==> config.mk <==
export PLATFORM = sky130hd
export DESIGN_NAME = block_e_flat
export DESIGN_NICKNAME = d
export VERILOG_FILES = /design/src/rtl/block_e_if.sv /design/src/rtl/block_e.sv /design/src/flat_wrapper.sv
export SDC_FILE = /design/constraint.sdc
export NUM_CORES = 1
export LEC_CHECK = 0
export BUFFER_PORTS_ARGS = -buffer_cell sky130_fd_sc_hd__buf_2
export CORE_UTILIZATION = 50
export CTS_BUF_LIST = sky130_fd_sc_hd__clkbuf_4
export DETAILED_ROUTE_END_ITERATION = 10
export GPL_TIMING_DRIVEN = 0
export PLACE_DENSITY = 0.76
export SLEW_MARGIN = 30
export SYNTH_ARGS = -nofsm -noshare
export SYNTH_HDL_FRONTEND = slang
export SYNTH_SLANG_ARGS = --single-unit
export TNS_END_PERCENT = 30
==> constraint.sdc <==
create_clock -name clk -period 3.5 [get_ports clk]
set_input_delay 0.35 -clock clk [delete_from_list [all_inputs] [get_ports clk]]
set_output_delay 0.35 -clock clk [all_outputs]
set_load 0.02 [all_outputs]
==> src/rtl/block_e_if.sv <==
// block_e_if: sample input bus and FIFO output/status bundle for block_e
interface block_e_if #(
    parameter int DATA2  = 3,
    parameter int ADDR_W = 2
);
    logic [DATA2:0]   data_in_t_2;
    logic [2:0]       data_in_t_7;
    logic             data_en;
    logic             out_ready;
    logic             out_valid;
    logic [DATA2+3:0] out_data;
    logic [ADDR_W:0]  level;
    logic             overflow;
    logic [15:0]      sample_cnt;
    modport master (
        output data_in_t_2, data_in_t_7, data_en, out_ready,
        input  out_valid, out_data, level, overflow, sample_cnt
    );
    modport slave (
        input  data_in_t_2, data_in_t_7, data_en, out_ready,
        output out_valid, out_data, level, overflow, sample_cnt
    );
endinterface

==> src/rtl/block_e.sv <==
// block_e: captures block_d result samples into a small FIFO with valid/ready output and status counters
module block_e #(
    parameter int DATA2  = 3,
    parameter int DEPTH  = 4,
    parameter int ADDR_W = 2
) (
    input  logic       clk,
    input  logic       rst,
    block_e_if.slave   bus
);
    localparam int ENTRY_W = DATA2 + 4;
    logic [ENTRY_W-1:0] mem_q [DEPTH];
    logic [ENTRY_W-1:0] mem_d [DEPTH];
    logic [ADDR_W:0]    wr_ptr_q, wr_ptr_d, rd_ptr_q, rd_ptr_d, level_q, level_d;
    logic               overflow_q, overflow_d;
    logic [15:0]        cnt_q, cnt_d;
    logic               full, empty, push, pop;
    always_comb begin
        empty      = wr_ptr_q == rd_ptr_q;
        full       = (wr_ptr_q ^ rd_ptr_q) == {1'b1, {ADDR_W{1'b0}}};
        pop        = !empty && bus.out_ready;
        push       = bus.data_en && (!full || pop);
        mem_d      = mem_q;
        if (push) mem_d[wr_ptr_q[ADDR_W-1:0]] = {bus.data_in_t_7, bus.data_in_t_2};
        wr_ptr_d   = push ? wr_ptr_q + 1'b1 : wr_ptr_q;
        rd_ptr_d   = pop ? rd_ptr_q + 1'b1 : rd_ptr_q;
        level_d    = (push && !pop) ? level_q + 1'b1 : (pop && !push) ? level_q - 1'b1 : level_q;
        overflow_d = overflow_q || (bus.data_en && full && !pop);
        cnt_d      = push ? cnt_q + 16'd1 : cnt_q;
    end
    always_ff @(posedge clk) begin
        if (rst) begin
            wr_ptr_q   <= '0;
            rd_ptr_q   <= '0;
            level_q    <= '0;
            overflow_q <= 1'b0;
            cnt_q      <= '0;
        end else begin
            wr_ptr_q   <= wr_ptr_d;
            rd_ptr_q   <= rd_ptr_d;
            level_q    <= level_d;
            overflow_q <= overflow_d;
            cnt_q      <= cnt_d;
        end
    end
    // storage is never cleared; reset only rewinds the pointers
    always_ff @(posedge clk) mem_q <= mem_d;
    assign bus.out_valid  = !empty;
    assign bus.out_data   = mem_q[rd_ptr_q[ADDR_W-1:0]];
    assign bus.level      = level_q;
    assign bus.overflow   = overflow_q;
    assign bus.sample_cnt = cnt_q;
endmodule

==> src/flat_wrapper.sv <==
// flat-port wrapper written by rule: the top's interface ports become plain ports
module block_e_flat 
#(
    parameter int DATA2  = 3,
    parameter int DEPTH  = 4,
    parameter int ADDR_W = 2
)
  (clk, rst, bus_data_in_t_2, bus_data_in_t_7, bus_data_en, bus_out_ready, bus_out_valid, bus_out_data, bus_level, bus_overflow, bus_sample_cnt);
  block_e_if #(.DATA2(DATA2), .ADDR_W(ADDR_W)) bus_i ();
  input  logic clk;
  input  logic rst;
  input wire logic [$bits(bus_i.data_in_t_2)-1:0] bus_data_in_t_2;
  input wire logic [$bits(bus_i.data_in_t_7)-1:0] bus_data_in_t_7;
  input wire logic [$bits(bus_i.data_en)-1:0] bus_data_en;
  input wire logic [$bits(bus_i.out_ready)-1:0] bus_out_ready;
  output wire logic [$bits(bus_i.out_valid)-1:0] bus_out_valid;
  output wire logic [$bits(bus_i.out_data)-1:0] bus_out_data;
  output wire logic [$bits(bus_i.level)-1:0] bus_level;
  output wire logic [$bits(bus_i.overflow)-1:0] bus_overflow;
  output wire logic [$bits(bus_i.sample_cnt)-1:0] bus_sample_cnt;
  assign bus_i.data_in_t_2 = bus_data_in_t_2;
  assign bus_i.data_in_t_7 = bus_data_in_t_7;
  assign bus_i.data_en = bus_data_en;
  assign bus_i.out_ready = bus_out_ready;
  assign bus_out_valid = bus_i.out_valid;
  assign bus_out_data = bus_i.out_data;
  assign bus_level = bus_i.level;
  assign bus_overflow = bus_i.overflow;
  assign bus_sample_cnt = bus_i.sample_cnt;
  block_e #(.DATA2(DATA2), .DEPTH(DEPTH), .ADDR_W(ADDR_W)) u_core (.clk(clk), .rst(rst), .bus(bus_i));
endmodule
==> run summary <==
status = finished, violations left
failing checks = design-rule violations
H-tree depth = 2
crit-path cells = buf_4, xor2_4, o31ai_1, ha_1, inv_1, fa_1, xor2_1, or3_1, a21oi_1
met1 wire length = 1.91 mm
post-synthesis cell count = 184
first-pass GRT wire length = 6.77 mm
CTS max path bufs = 2
critical path buffer and inverter count = 2
number of flops mapped to enable cells by yosys = 28
CP max-delay cell = o31ai_1
CTS resizes = 0
initial antenna violation count = 0
CTS root buf = clkbuf_4
# diodes = 0
layout cells sized above 1 = 26.3%
Routed WL = 4.14 mm
Critical Path AT = 2.98 ns
hold buffer count at cts = 0
FFs w/ async S/R, synth = 0%
clk sinks = 54
count of cell types in the netlist = 34
drt first-iter violations = 103
register area = 1360 um2
CP max stage delay = 0.52 ns
crit path capture type = register
Worst Tran Pin Value = 0.664 ns
final hold viol count = 0
register area share after synthesis = 56.8%
setup bufs post-CTS = 0
vias in the first global route = 1495
CP delay by family, top = compound AO/OA/AOI/OAI gates
Via density = 5.61
TritonCTS Buffers = 5
Tmin final = 2.69 ns
CTS tree = built
Min-Delay Path Class = in -> reg
Relative slew margins = 55.6%
TNS Setup = 0 ns
Die Wd = 71.2 um
post-DP HPWL = 2.90 mm
crit path kind = reg -> reg
Synth warnings = 0
WL met3 = 178 um
I/O Buffers = 36
area taken by multi-input logic gates = 957 um2
Std-Cell Rows = 24
syn nets = 203
WL per Instance = 14.8 um
Highest Clock Rate = 372 MHz
setup ws final = 0.812 ns
DR top layer = met4
Place WS = 0.821 ns
RSZ-0062 raised after global routing = false
GRT Overall Usage = 17.2%
Slew Limit Fails = 0
predominant post-synthesis flop cell = edfxtp_1
# IOs = 39
Yosys reg bits = 54
Initial Utilization = 53.5%
pwr/cell area = 496 nW/um2
metal2 WL = 2.02 mm
area grow syn2layout = 12.7%
die area = 5070 um2
Routed Antenna Nets = 0
filler instances = 363
Crit Path Max Fanout = 9
Congestion Overflow GR = 0
clock slew at reported path FFs = 0.16 ns
clk_lat worst skew = 0.37 ns
type of origin of the critical path = register
Die Ht = 71.2 um
core area = 4470 um2
Avg Cell Area, Syn = 13.0 um2
via count = 1571
# nets final = 246
Remaining DRCs = 2
Max Cap Violations = 0
WP data required = 3.80 ns
Pre-antenna DRT Iters = 7
post-synthesis cell area = 2390 um2
final period utilization = 76.8%
Max VDD drop = 0.281 mV
largest net degree at the start of global routing = 18
leakage = 1.00 nW
Setup-failing EPs final = 0
Post-Route Skew = 0.0127 ns
GP Congestion = 0.776
[per-stage QoR]
step                      cells  hold slack [ns]  utilization, %  instance area [um2]  total power [mW]
after global placement      272            0.448            59.0                 2640              1.07
after global routing        280            0.164            60.3                 2700              1.40
final                       280            0.190            60.3                 2700              1.34
after floorplan             184            0.449               -                 2390             0.989
after CTS                   280            0.179            60.3                 2700              1.35
after detailed placement    272            0.458            59.0                 2640              1.08
[path summary, 6_finish.rpt]
check                                          from  cells past startpoint  slack (ns)             endpoint
worst min register to register  u_core.bus.overflow                      2        0.49  u_core.bus.overflow
worst max-delay path             u_core.rd_ptr_q[0]                      9        0.81  u_core.bus.level[2]
worst max register to register   u_core.rd_ptr_q[0]                      9        0.81  u_core.bus.level[2]
worst min-delay path             bus_data_in_t_7[2]                      1        0.19     u_core.mem_q[20]
[metal layers]
metal | vias up | global-route usage (%)
met5 | - | 0
met3 | 4 | 3.85
met1 | 741 | 21.3
li1 | 786 | -
met4 | 0 | 5.78
met2 | 40 | 29.5
[placed cells by master, fill, tap and decap left out, drive strengths merged, types with 8 or more instances in the layout]
cell type / netlist / routed
clkbuf: 3 / 9
or4: 8 / 8
edfxtp: 28 / 28
o31ai: 9 / 9
buf: 6 / 42
dfxtp: 26 / 26
a21oi: 16 / 16
nor2: 12 / 12
or3: 8 / 8
xor2: 8 / 8
[worst register-to-register path, stage by stage (launching register included)]
cell and delay, ns:
dfxtp_1 0.36, buf_4 0.23, xor2_4 0.14, o31ai_1 0.52, ha_1 0.30, inv_1 0.07
fa_1 0.37, xor2_1 0.16, or3_1 0.31, a21oi_1 0.16
[state kept, by name, indices dropped and copies added (netlist names)]
signal,count
u_core.mem_q,28
u_core.bus.sample_cnt,16
u_core.bus.level,3
u_core.rd_ptr_q,3
u_core.wr_ptr_q,3
u_core.bus.overflow,1
[kinds of logic after synthesis]
| family | share of synthesized area, % |
|---|---|
| AOI/OAI and AO/OA | 9.14 |
| xor gates and xnor gates | 4.75 |
| adders and majority gates | 4.49 |
| buffers and inverters | 3.19 |
| DFF | 56.8 |
| muxes | 8.73 |
| and+or+nand+nor | 12.9 |
[power breakdown]
group	switching, mW	internal, mW
registers	0.0284	0.707
clock network	0.193	0.0867
logic	0.188	0.135
[final cells by class]
| cell class | instances | area share (%) |
|---|---|---|
| timing repair buffer | 36 | 6.67 |
| multi-input combinational | 115 | 35.4 |
| clock inverter | 2 | 0.556 |
| sequential | 54 | 50.4 |
| inverter | 6 | 0.834 |
| tap | 52 | 2.41 |
| buffer | 9 | 1.99 |
| clock buffer | 6 | 1.67 |
[cell usage after synthesis, types with 2 or more instances]
cell type,n,area share (%)
clkbuf_1,3,0.47
xor2_1,6,2.2
nor2_1,12,1.9
and4_1,4,1.5
o31ai_1,9,2.8
edfxtp_1,28,35
o21ai_0,7,1.5
a21oi_1,16,3.3
ha_1,7,3.7
buf_6,2,0.94
dfxtp_1,26,22
or4_1,8,2.5
mux4_2,7,6.6
or3_1,8,2.1
inv_1,5,0.78
xnor2_1,2,0.73
nand4_1,4,1.0
buf_1,2,0.31
nand2_1,5,0.78
nand3_1,4,0.84
mux2i_1,4,1.7
and2_1,3,0.78
Note: power is estimated with default switching activity, not from simulation.
